File: src/rtl/bram_stream_reader_if.sv
// bram_stream_reader_if: valid/ready word stream between the reader and its consumer.
interface bram_stream_reader_if #(
   parameter int DWIDTH = 32
) ();
   logic              valid;
   logic              ready;
   logic [DWIDTH-1:0] data;
   modport master (output valid, data, input ready);
   modport slave (input valid, data, output ready);
endinterface

File: src/rtl/bram_stream_reader.sv
// bram_stream_reader: programmable base/length BRAM burst reader with a 2-entry skid FIFO on a valid/ready stream.
// Define BRAM_READER_WRAP_EN to wrap the read address from MEM_SIZE-1 back to 0 instead of ending the burst there.
module bram_stream_reader #(
   parameter int DWIDTH   = 32,
   parameter int AWIDTH   = 7,
   parameter int MEM_SIZE = 100,
   parameter int LWIDTH   = AWIDTH + 1
) (
   input  logic              clk,
   input  logic              rst,
   input  logic              start_i,
   input  logic [AWIDTH-1:0] base_addr_i,
   input  logic [LWIDTH-1:0] len_i,
   output logic              idle_o,
   output logic              run_o,
   output logic              done_o,
   output logic [AWIDTH-1:0] mem_addr_o,
   output logic              mem_ce_o,
   output logic              mem_we_o,
   input  logic [DWIDTH-1:0] mem_q_i,
   bram_stream_reader_if.master m
);
   typedef enum logic [1:0] {IDLE, RUN, DRAIN, DONE} state_t;
   localparam logic [AWIDTH-1:0] LAST = AWIDTH'(MEM_SIZE - 1);
   state_t state, state_n;
   logic [AWIDTH-1:0] addr, addr_nx;
   logic [LWIDTH-1:0] issued, len_q;
   logic [1:0] count, count_n;
   logic [DWIDTH-1:0] d0, d1;
   logic inflight, pop, issue, addr_ok, at_last, stop;
   assign pop = m.valid & m.ready;
   // occupancy after this cycle: buffered words plus the read landing now, minus the pop
   assign count_n = count + {1'b0, inflight} - {1'b0, pop};
   assign at_last = addr == LAST;
`ifdef BRAM_READER_WRAP_EN
   assign addr_ok = 1'b1;
   assign stop = 1'b0;
   assign addr_nx = at_last ? '0 : addr + 1'b1;
`else
   localparam logic [AWIDTH:0] MEM_LIM = (AWIDTH + 1)'(MEM_SIZE);
   assign addr_ok = {1'b0, addr} < MEM_LIM;
   assign stop = at_last;
   assign addr_nx = addr + 1'b1;
`endif
   assign issue = state == RUN && addr_ok && issued < len_q && count_n < 2'd2;
   assign m.valid = count != 2'd0;
   assign m.data = d0;
   always_ff @(posedge clk or posedge rst)
      if (rst) state <= IDLE;
      else state <= state_n;
   always_comb
      state_n = state == IDLE  ? (start_i ? (len_i == '0 ? DONE : RUN) : IDLE) :
                state == RUN   ? ((!addr_ok || (issue && (issued + 1'b1 == len_q || stop))) ? DRAIN : RUN) :
                state == DRAIN ? (count_n == 2'd0 ? DONE : DRAIN) : IDLE;
   always_comb begin
      idle_o = state == IDLE;
      run_o = state == RUN || state == DRAIN;
      done_o = state == DONE;
      mem_ce_o = issue;
      mem_addr_o = addr;
      mem_we_o = 1'b0;
   end
   always_ff @(posedge clk or posedge rst)
      if (rst) begin
         addr <= '0;
         issued <= '0;
         len_q <= '0;
         count <= '0;
         inflight <= 1'b0;
         d0 <= '0;
         d1 <= '0;
      end else begin
         inflight <= issue;
         count <= count_n;
         if (state == IDLE && start_i) begin
            addr <= base_addr_i;
            issued <= '0;
            len_q <= len_i;
         end else if (issue) begin
            addr <= addr_nx;
            issued <= issued + 1'b1;
         end
         // head is refilled from the second slot on pop, or straight from BRAM when it would be empty
         if (pop && count == 2'd2) d0 <= d1;
         else if (inflight && count_n == 2'd1) d0 <= mem_q_i;
         if (inflight && count == 2'd1 && !pop) d1 <= mem_q_i;
      end
endmodule

File: src/flat_wrapper.sv
// flat-port wrapper written by rule: the top's interface ports become plain ports
module bram_stream_reader_flat 
#(
   parameter int DWIDTH   = 32,
   parameter int AWIDTH   = 7,
   parameter int MEM_SIZE = 100,
   parameter int LWIDTH   = AWIDTH + 1
)
  (clk, rst, start_i, base_addr_i, len_i, idle_o, run_o, done_o, mem_addr_o, mem_ce_o, mem_we_o, mem_q_i, m_valid, m_data, m_ready);
  bram_stream_reader_if #(.DWIDTH(DWIDTH)) m_i ();
  input  logic clk;
  input  logic rst;
  input  logic start_i;
  input  logic [AWIDTH-1:0] base_addr_i;
  input  logic [LWIDTH-1:0] len_i;
  output logic idle_o;
  output logic run_o;
  output logic done_o;
  output logic [AWIDTH-1:0] mem_addr_o;
  output logic mem_ce_o;
  output logic mem_we_o;
  input  logic [DWIDTH-1:0] mem_q_i;
  output wire logic [$bits(m_i.valid)-1:0] m_valid;
  output wire logic [$bits(m_i.data)-1:0] m_data;
  input wire logic [$bits(m_i.ready)-1:0] m_ready;
  assign m_valid = m_i.valid;
  assign m_data = m_i.data;
  assign m_i.ready = m_ready;
  bram_stream_reader #(.DWIDTH(DWIDTH), .AWIDTH(AWIDTH), .MEM_SIZE(MEM_SIZE), .LWIDTH(LWIDTH)) u_core (.clk(clk), .rst(rst), .start_i(start_i), .base_addr_i(base_addr_i), .len_i(len_i), .idle_o(idle_o), .run_o(run_o), .done_o(done_o), .mem_addr_o(mem_addr_o), .mem_ce_o(mem_ce_o), .mem_we_o(mem_we_o), .mem_q_i(mem_q_i), .m(m_i));
endmodule
File: config.mk
export PLATFORM = sky130hd
export DESIGN_NAME = bram_stream_reader_flat
export DESIGN_NICKNAME = d
export VERILOG_FILES = /design/src/rtl/bram_stream_reader_if.sv /design/src/rtl/bram_stream_reader.sv /design/src/flat_wrapper.sv
export SDC_FILE = /design/constraint.sdc
export NUM_CORES = 1
export LEC_CHECK = 0
export ABC_AREA = 1
export ABC_CLOCK_PERIOD_IN_PS = 3360
export CAP_MARGIN = 10
export CORE_ASPECT_RATIO = 0.7
export CORE_MARGIN = 1
export CORE_UTILIZATION = 51
export CTS_CLUSTER_DIAMETER = 120
export DETAILED_ROUTE_END_ITERATION = 6
export PLACE_DENSITY = 0.8
export SYNTH_ARGS = -nofsm -noshare
export SYNTH_HDL_FRONTEND = slang
export SYNTH_SLANG_ARGS = --single-unit
export TNS_END_PERCENT = 100
File: constraint.sdc
create_clock -name clk -period 3.36 [get_ports clk]
set_input_delay 0.504 -clock clk [delete_from_list [all_inputs] [get_ports clk]]
set_output_delay 0.504 -clock clk [all_outputs]
set_load 0.1 [all_outputs]
# Word level (Yosys, flattened, before mapping)
# Index checks and enable logic that the tools add are counted.
[word_totals] ff_bits=92 output_inout_bits=45
[op_classes] add_sub_neg=4 order_cmp=3 eq_ne=8 mux=13 n_bitwise=1 n_reduce_logical=20
[op_table] op="$mux W32" count=2
[op_table] op="$mux W8" count=2
[op_table] op="$mux W7" count=2
[op_table] op="$mux W2" count=6
[op_table] op="$logic_and A1 B1 Y1" count=9
[op_table] op="$add A8 B1 Y8 const B" count=1
[op_table] op="$eq A8 B8 Y1" count=1
[op_table] op="$logic_not A8 Y1" count=1
[op_table] op="$lt A8 B8 Y1" count=1
[op_table] op="$add A7 B1 Y7 const B" count=1
[op_table] op="$eq A7 B7 Y1 const B" count=1
[op_table] op="$lt A7 B7 Y1 const B" count=1
[op_table] op="$eq A2 B1 Y1 const B" count=3
[op_table] op="$eq A2 B2 Y1 const B" count=3
[op_table] op="$reduce_bool A2 Y1" count=3
[op_table] op="$logic_not A2 Y1" count=2
[op_table] op="$logic_or A1 B1 Y1" count=3
[op_table] op="$add A2 B1 Y2" count=1
[op_table] op="$logic_not A1 Y1" count=2
[op_table] op="$lt A2 B2 Y1 const B" count=1
[op_table] op="$sub A2 B1 Y2" count=1
[op_table] op="$and A1 B1 Y1" count=1
[op_table] op="$mux W1" count=1

# Longest topological paths before layout
# Gate-level depths: netlist of run 1.
[logic_depth] ltp_word=10 depth_mapped=16 mapped_depth_nobuf=16

# Least setup slack after synthesis of run 1
# No wires, ideal clock.
[synth_path] kind="input to output" from="input m_ready" to="output mem_ce_o" t_arrival_ps=2024 required_time_ps=2856 path_slack_ps=832 path_stages=9 cell_sequence="o21a_1 ha_1 inv_1 ha_1 xor2_1 xor2_2 nand4_4 clkinv_2 buf_6"
[synth_via] elab_chain_len=4
[synth_lines] item="start: declaration" line_no="flat_wrapper.sv:25" rtl="input wire logic [$bits(m_i.ready)-1:0] m_ready;"
[synth_lines] item="$and A1 B1 Y1" line_no="bram_stream_reader.sv:31" rtl="assign pop = m.valid & m.ready;"
[synth_lines] item="$sub A2 B1 Y2" line_no="bram_stream_reader.sv:33" rtl="assign count_n = count + {1'b0, inflight} - {1'b0, pop};"
[synth_lines] item="$lt A2 B2 Y1" line_no="bram_stream_reader.sv:45" rtl="assign issue = state == RUN && addr_ok && issued < len_q && count_n < 2'd2;"
[synth_lines] item="$logic_and A1 B1 Y1" line_no="bram_stream_reader.sv:45"
[synth_lines] item="end: declaration" line_no="flat_wrapper.sv:20" rtl="output logic mem_ce_o;"
# Every way passes these cells.

# Worst setup path after layout of run 1
# Same ends and word-level chain as after synthesis.

==> results of run 1 <==
[flip-flops by register name, indices dropped and copies added, names as in the netlist]
signal / flops
u_core.inflight: 1
u_core.m.data: 32
u_core.len_q: 8
u_core.d1: 32
u_core.state: 2
u_core.mem_addr_o: 7
u_core.issued: 8
u_core.count: 2
[cell type report]
cell class	count	area share, %
Sequential cell	92	39.23
Multi-Input combinational cell	377	31.60
Timing Repair Buffer	101	17.36
Inverter	66	4.264
Clock buffer	10	4.072
Tap cell	120	2.559
Clock inverter	6	0.9168
[through the flow]
step,utilization (%),setup WS (ps),instances,hold WS (ps)
finish,68.93,307.1,772,479.5
global route,68.93,197.7,772,521.7
CTS,68.93,278.8,772,488.8
detailed placement,65.49,277.0,756,472.6
global placement,65.49,334.6,756,463.6
floorplan,-,464.0,561,447.9
[Yosys cell counts, types with 4 or more instances]
cell type    n
nand4_1      6
clkbuf_1    14
inv_1       65
a21oi_1     99
nor3_1       5
ha_1        16
o21ai_0     24
dfrtp_1     92
buf_4        4
nand3_1     24
nor2_1     113
nand2_1     73
[worst max-delay path by stage]
stage / cells after the start / from / to / slack [ps]
2_1_floorplan: 1 / rst / u_core.count[0] / 460
3_3_place_gp: 10 / m_ready / mem_ce_o / 330
3_5_place_dp: 10 / m_ready / mem_ce_o / 280
4_1_cts: 10 / m_ready / mem_ce_o / 280
5_1_grt: 10 / m_ready / mem_ce_o / 200
6_report: 10 / m_ready / mem_ce_o / 310
[layer usage]
layer	global-route usage, %	wire length, um
met1	31.78	4775
met2	39.88	4888
met3	6.045	559
met4	10.52	242
met5	0	0
[worst max-delay path: cells and delay by family]
family                   cells  cell delay [ps]
XOR/XNOR                     2              490
AND/OR/NAND/NOR              1              190
buffers and inverters        4              860
AO/OA/AOI/OAI                1              140
adder cells (fa/ha/maj)      2              360
[cell families after synthesis]
| logic type | share of synthesized area, % |
|---|---|
| adders and majority gates | 4.422 |
| xor gates and xnor gates | 1.133 |
| buffers and inverters | 8.402 |
| DFF | 50.86 |
| AOI/OAI and AO/OA | 14.62 |
| other | 0.08284 |
| and+or+nand+nor | 20.48 |
==> impl_metrics.py, run 1 <==
metrics = {
    "route": {
        "routed_wl_um": 10470,
        "initialDrtViolationCount": 303,
        "antenna_left": 0,
        "routedWlPerCell_um": 13.56,
        "drc_errors": 0,
        "drt_pass1_iterations": 5,
        "avgViaCountPerCell": 5.244,
        "vias": 4048,
    },
    "floorplanning": {
        "ioPinCount": 96,
        "initial_core_util_pct": 53.17,
        "die_h_um": 80.83,
        "dieWidth_um": 114.6,
        "rows": 28,
        "design.core.area_mm2": 0.008513,
        "fp.dieArea_mm2": 0.009263,
    },
    "critical_path": {
        "r2r_cells": 14,
        "crit_slowest_cell": "clkdlybuf4s50_1",
        "crit_path_frequent_cell": "ha_1",
        "critPathMaxStageDelay_ps": 520,
        "worstPathMaxFanout": 6,
        "r2r_start": "u_core.count[1]",
        "cp-start-kind": "input port",
        "ff2ff_setup_slack_ps": 820,
        "crit_chain": "clkdlybuf4s50_1 > o21a_1 > ha_1 > inv_1 > ha_1 > xor2_1 > xor2_2 > nand4_4 > clkinv_2 > buf_12",
        "path_class": "input port to output port",
        "rr_endpoint": "u_core.state[0]",
        "end_kind": "output port",
        "crit_arrival_ps": 2550,
        "crit_required_ps": 2860,
    },
    "clock_tree": {
        "cts_buffer_depth": 2,
        "ctsHoldBuffers": 0,
        "root_buffer": "clkbuf_16",
        "htreeDepth": 3,
        "tritoncts": "built",
        "post_cts_buffers": 0,
        "clk_pin_slew_ps": 60,
        "clk-insertion-delay-late_ps": 340,
        "ctsResizeCount": 0,
        "cts_sinks": 92,
        "cts_buffers": 9,
    },
    "sta": {
        "finalClockSkew_ps": 9.412,
        "max-slew-margin-rel_pct": 33.37,
        "slew_viol_final": 0,
        "rsz0062_at_grt": "no",
        "setup_tns_ps": 0,
        "period_minus_slack_ps": 3053,
        "setup_viol": 0,
        "fmax_ghz": 0.3276,
        "min_period_over_period_pct": 90.86,
        "finalHoldViolCount": 0,
        "worst_pin_slew_ps": 996.4,
    },
    "cells_and_area": {
        "drive_gt1_share_pct": 5.828,
        "final_cell_mix": "nor2_1, a21oi_1, dfrtp_1",
        "nNetsFinal": 714,
        "diodes": 0,
        "final_common_cell": "nor2_1",
        "fillers": 654,
        "multi_input_area_mm2": 0.001854,
        "syn_to_final_growth_pct": 29.63,
        "final_cell_area_mm2": 0.005868,
        "ff_latch_area_mm2": 0.002302,
    },
    "hold_path": {
        "holdPathStages": 2,
        "worstHoldStart": "u_core.d1[28]",
        "min_delay_worst_endpoint": "u_core.d1[28]",
        "hold_path_class": "flip-flop to flip-flop",
    },
    "logic_synthesis": {
        "synthesis.nets": 628,
        "syn_inst": 561,
        "yosysSeqAreaShare_pct": 50.86,
        "yosys_warnings": 0,
        "async_reset_ff_share_pct": 100.0,
        "yosysUniqueCellTypes": 28,
        "synthesis.area_mm2": 0.004527,
        "synth_ff_type": "dfrtp_1",
        "ys_ff_latch": 92,
        "synth_area_leader_cell": "dfrtp_1",
        "synth_edf_count": 0,
        "synth.area.top_cells": "dfrtp_1, a21oi_1, nor2_1",
        "synth_top_cell_area_share_pct": 50.86,
        "avgSynthCellArea_um2": 8.069,
    },
    "global_route": {
        "antenna_found_initial": 0,
        "overflow": 0,
        "grt_pass1_wl_um": 17660,
        "grt_pass1_vias": 3921,
        "grt_max_degree": 65,
        "grt_usage_pct": 24.57,
    },
    "placed_design": {
        "postPlaceCellArea_mm2": 0.005575,
        "port_buffers": 94,
        "place_hpwl_um": 7215,
        "gp_congestion": 0.8625,
    },
    "run": {
        "max_cap_viol_count": 0,
    },
    "status": {
        "status": "finished, final reports clean",
    },
}
Power of run 1 is left out: the tool's default activity adds up to more than one toggle a clock period on the data nets, which glitch-free logic cannot reach.
==> inputs of run 2 (changes only) <==
- CTS_CLUSTER_SIZE: unset -> 12
==> results of run 2 <==
The final DEF is identical to that of run 1; final timing and power are the same.
Power of run 2 is left out for the same reason.
==> variant 1: new RTL, flow settings as in run 1 <==
Build with the macro `BRAM_READER_WRAP_EN` defined.
--- a/src/rtl/bram_stream_reader.sv
+++ b/src/rtl/bram_stream_reader.sv
@@ -1,5 +1,7 @@
 // bram_stream_reader: programmable base/length BRAM burst reader with a 2-entry skid FIFO on a valid/ready stream.
 // Define BRAM_READER_WRAP_EN to wrap the read address from MEM_SIZE-1 back to 0 instead of ending the burst there.
+`define BRAM_READER_WRAP_EN
+
 module bram_stream_reader #(
    parameter int DWIDTH   = 32,
    parameter int AWIDTH   = 7,
Check against the original RTL: not equivalent (a bounded check fails within 4 cycles, from zero or initial values and one cycle with rst high).
==> variant 1 against run 1 <==
- worst setup slack better by 0.24 ns
- critical endpoint unchanged
- sequential share of layout area down 1.4 points
- cell area up 3.7%
- synthesized area up 4.0%
- sequential cell count unchanged
- via count up 0.27%
- wire length up 6.1%
- largest cell class unchanged
- critical path depth down 2
Power is left out: the tool's default activity adds up to more than one toggle a clock period on the data nets, which glitch-free logic cannot reach.
==> variant 1: results (changes against run 1) <==
largest net degree at the start of global routing: 66 (+1.5%)
Antenna Cells: 0 (unchanged)
global-route wire length before repair: 17900 um (+1.4%)
initial antenna violation count: 0 (unchanged)
drt initial violations: 314 (+3.6%)
FF-to-FF path depth: 11 (-3)
reg2reg end: u_core.mem_addr_o[2]
actual slew at the worst max-slew pin: 1.02 ns (+0.0270 ns)
clock buffer count: 10 (unchanged)
Inverters excl. clock: 66 (unchanged)
Post-Synthesis Net Count: 627 (-0.16%)
count leader, synth: nor2_1
clk_lat worst skew: 0.34 ns (about the same)
Setup Fix Bufs, Post-CTS: 0 (unchanged)
post-synthesis compound-gate area fraction: 0.172 (+0.0259)
Post-DP HPWL: 7460 um (+3.4%)
Post-synth top cells: nor2_1 (102), dfrtp_1 (92), nand2_1 (73), inv_1 (65), a21oi_1 (63)
Multi-input comb cells: 377 (unchanged)
Inserted Clock Buffers: 9 (unchanged)
area occupied by multi-input gates: 2020 um2 (+8.8%)
xor/xnor cell area share of the yosys netlist: 0.0112 (-0.000174)
sequential cell area share: 0.378 (-0.0140)
clock buffer depth: 2 (unchanged)
CP Launch Point: m_ready
WHS Endpoint: u_core.d1[31]
critical path peak fanout: 7 (+1)
Non-clock buffers, area share: 0.167 (-0.00659)
P&R area growth vs syn: 29.2%
Detailed Routing Iterations Pass 1: 4 (-1)
Worst setup endpoint: mem_ce_o
Filler cells: 693 (+6.0%)
reg2reg setup slack: 0.97 ns (+0.15 ns)
post-synthesis sequential area ratio: 0.489 (-0.0197)
Min-Delay Path Class: reg2reg
Ys Warns: 0 (unchanged)
Port Buffer Count: 94 (unchanged)
Cell variety after synth: 33 (+18%)
Clock buf/inv share: 0.0576 (+0.00768)
top cells by area in the synthesized netlist: dfrtp_1 (49%), nor2_1 (8.1%), a21oi_1 (6.7%), nand2_1 (5.8%), a21oi_2 (5.2%)
number of signal-net buffers in the layout: 101 (unchanged)
worst path arrival time: 2.31 ns (-0.24 ns)
clk_skew: 0.00787 ns (-0.00154 ns)
Min-Delay Startpoint: u_core.d1[31]
worst stage delay on the critical path: 0.46 ns (-0.06 ns)
Post-Synth Adder-Cell Area: 0.0425 (-0.00172)
vias in the first global route: 3778 (-3.6%)
layout cells sized above 1: 0.112 (+0.0537)
slowest CP cell: clkdlybuf4s50_1
post-synthesis mux area share: 0 (unchanged)
Design Area, Final: 6080 um2 (+3.7%)
Worst R2R Start: u_core.count[1]
outcome: complete, no violations
clock root buffer: clkbuf_16
DP Area: 5730 um2 (+2.9%)
nets: 714 (unchanged)
clock-pin transition on the worst setup and hold timing paths: 0.06 ns (about the same)
Placer Congestion: 0.847 (-1.8%)
Vias/cell: 5.26 (+0.27%)
Post-Route WL: 11100 um (+6.1%)
GRT Util Overall: 0.244 (-0.00133)
-- variant 1: changes by cell type in the layout (fill, tap and decap cells not counted), moves of 4 or more --
cell	before	now
a21oi_1	99	63
a21oi_2	0	28
nand3_1	22	28
nand4_1	6	10
nor2_1	113	102
o211ai_2	0	4
o21ai_1	0	6
-- variant 1: metrics by stage --
step	setup slack [ns]	cells	hold slack [ns]
3_3_place_gp	0.541	756	0.463
5_1_grt	0.462	772	0.507
6_report	0.546	772	0.485
2_1_floorplan	0.464	560	0.448
4_1_cts	0.545	772	0.487
3_5_place_dp	0.525	756	0.471
-- variant 1: logic make-up after synthesis --
| family | Yosys count |
|---|---|
| DFF | 92 |
| other | 1 |
| AOI/OAI and AO/OA | 131 |
| xor gates and xnor gates | 3 |
| buffers and inverters | 91 |
| and+or+nand+nor | 226 |
| adders and majority gates | 16 |
-- variant 1: layer usage --
layer	vias up	wire, um	global-route usage
met5	-	0	0
met4	0	101	0.0481
met3	10	848	0.0774
met2	148	5030	0.383
met1	1912	5130	0.336
li1	1989	-	-
==> variant 2: new RTL, config.mk and constraints of run 1 <==
Without the edit above. Reset style: synchronous (`rst`), changed in 2 clocked blocks.
--- a/src/rtl/bram_stream_reader.sv
+++ b/src/rtl/bram_stream_reader.sv
@@ -45,7 +45,7 @@
    assign issue = state == RUN && addr_ok && issued < len_q && count_n < 2'd2;
    assign m.valid = count != 2'd0;
    assign m.data = d0;
-   always_ff @(posedge clk or posedge rst)
+   always_ff @(posedge clk)
       if (rst) state <= IDLE;
       else state <= state_n;
    always_comb
@@ -60,7 +60,7 @@
       mem_addr_o = addr;
       mem_we_o = 1'b0;
    end
-   always_ff @(posedge clk or posedge rst)
+   always_ff @(posedge clk)
       if (rst) begin
          addr <= '0;
          issued <= '0;
Function: differs if rst is asserted again (counterexample within 4 cycles, from zero or initial values and one cycle with rst high); with rst held inactive, the same outputs for 10 cycles.
==> variant 2 against run 1 <==
- the flow now finishes with violations (DRC)
- synthesized area shrank 2.4%
- wire length grew 1.7%
- cell count grew 1.3%
- worst setup slack lost 0.032 ns
- register-to-register slack gained 0.03 ns
- sequential cell count is the same
- global-route usage shrank 0.050 points
- cell area shrank 2.4%
- maximum frequency shrank 1.0%
- hold slack lost 0.028 ns
- via count grew 3.3%
==> variant 2: results (changes against run 1) <==
outcome: finished with violations
failing checks: DRC
FFs & Latches: 92 (unchanged)
dpl ws: 0.238 ns (-0.0387 ns)
Post-DP HPWL: 7330 um (+1.6%)
Cells after DPL: 766 (+1.3%)
Multi-input comb cells: 384 (+1.9%)
drt initial violations: 262 (-14%)
layout cells sized above 1: 0.0921 (+0.0339)
Min-Delay Startpoint: u_core.d1[30]
worst hold slack: 0.452 ns (-0.0280 ns)
clk_skew: 0.00825 ns (-0.00116 ns)
post-synth top area share: 0.417 (-0.0918)
GRT Util Overall: 0.245 (-0.000504)
Inverters excl. clock: 70 (+6.1%)
Placer Congestion: 0.936 (+8.5%)
global-route wire length before repair: 17700 um (+0.15%)
Cell variety after synth: 37 (+32%)
WHS Endpoint: u_core.d1[30]
Detailed Routing Iterations Pass 1: 7 (+2)
FF-to-FF path depth: 11 (-3)
via count: 4182 (+3.3%)
sequential cell area share: 0.321 (-0.0709)
P&R area growth vs syn: 29.6% (about the same)
xor/xnor cell area share of the yosys netlist: 0.00963 (-0.00171)
reg2reg end: u_core.m.data[22]
worst path arrival time: 2.58 ns (+0.03 ns)
Non-clock buffers, area share: 0.176 (+0.00246)
area occupied by multi-input gates: 2160 um2 (+16%)
Synth Area per Inst: 7.65 um2 (-5.2%)
residual DRC count: 2 (+2)
Post-synth top cells: dfxtp_1 (92), nor2_1 (85), o21ai_0 (83), inv_1 (68), nand2_1 (55)
Routed WL per cell: 13.6 um (+0.44%)
Worst R2R Start: u_core.count[1]
nets: 724 (+1.4%)
vias in the first global route: 3831 (-2.3%)
Post-Synth Adder-Cell Area: 0.0453 (+0.00108)
Max-slew headroom: 0.326 (-0.00811)
top cells by area in the synthesized netlist: dfxtp_1 (42%), o21ai_0 (9.4%), nor2_1 (7.2%), a211oi_2 (6.5%), a21oi_1 (5.9%)
FF+latch area: 1840 um2 (-20%)
number of signal-net buffers in the layout: 100 (-0.99%)
critical path peak fanout: 5 (-1)
Clock buf/inv share: 0.0535 (+0.00361)
post-synthesis sequential area ratio: 0.417 (-0.0918)
==> variant 2: cell types whose count changed in the layout (fill, tap and decap cells not counted), sizes merged, moves of 4 or more <==
cell,run 1,this run
a211oi,0,34
a21oi,99,52
a31oi,3,8
dfrtp,92,0
dfxtp,0,92
nand2,75,57
nand3,24,28
nor2,113,86
o21ai,24,84
==> variant 2: routing by layer <==
| metal | GRT usage | vias to the layer above | wire length, um |
|---|---|---|---|
| li1 | - | 2090 | - |
| met1 | 0.328 | 1921 | 4950 |
| met2 | 0.394 | 152 | 4940 |
| met3 | 0.0471 | 19 | 595 |
| met4 | 0.0934 | 0 | 161 |
| met5 | 0 | - | 0 |
==> variant 2: critical path: cells and delay by family <==
kind,cells,cell delay (ns)
XOR/XNOR,2,0.52
AO/OA/AOI/OAI,1,0.14
AND/OR/NAND/NOR,1,0.16
adder cells (fa/ha/maj),2,0.37
buffers and inverters,4,0.89
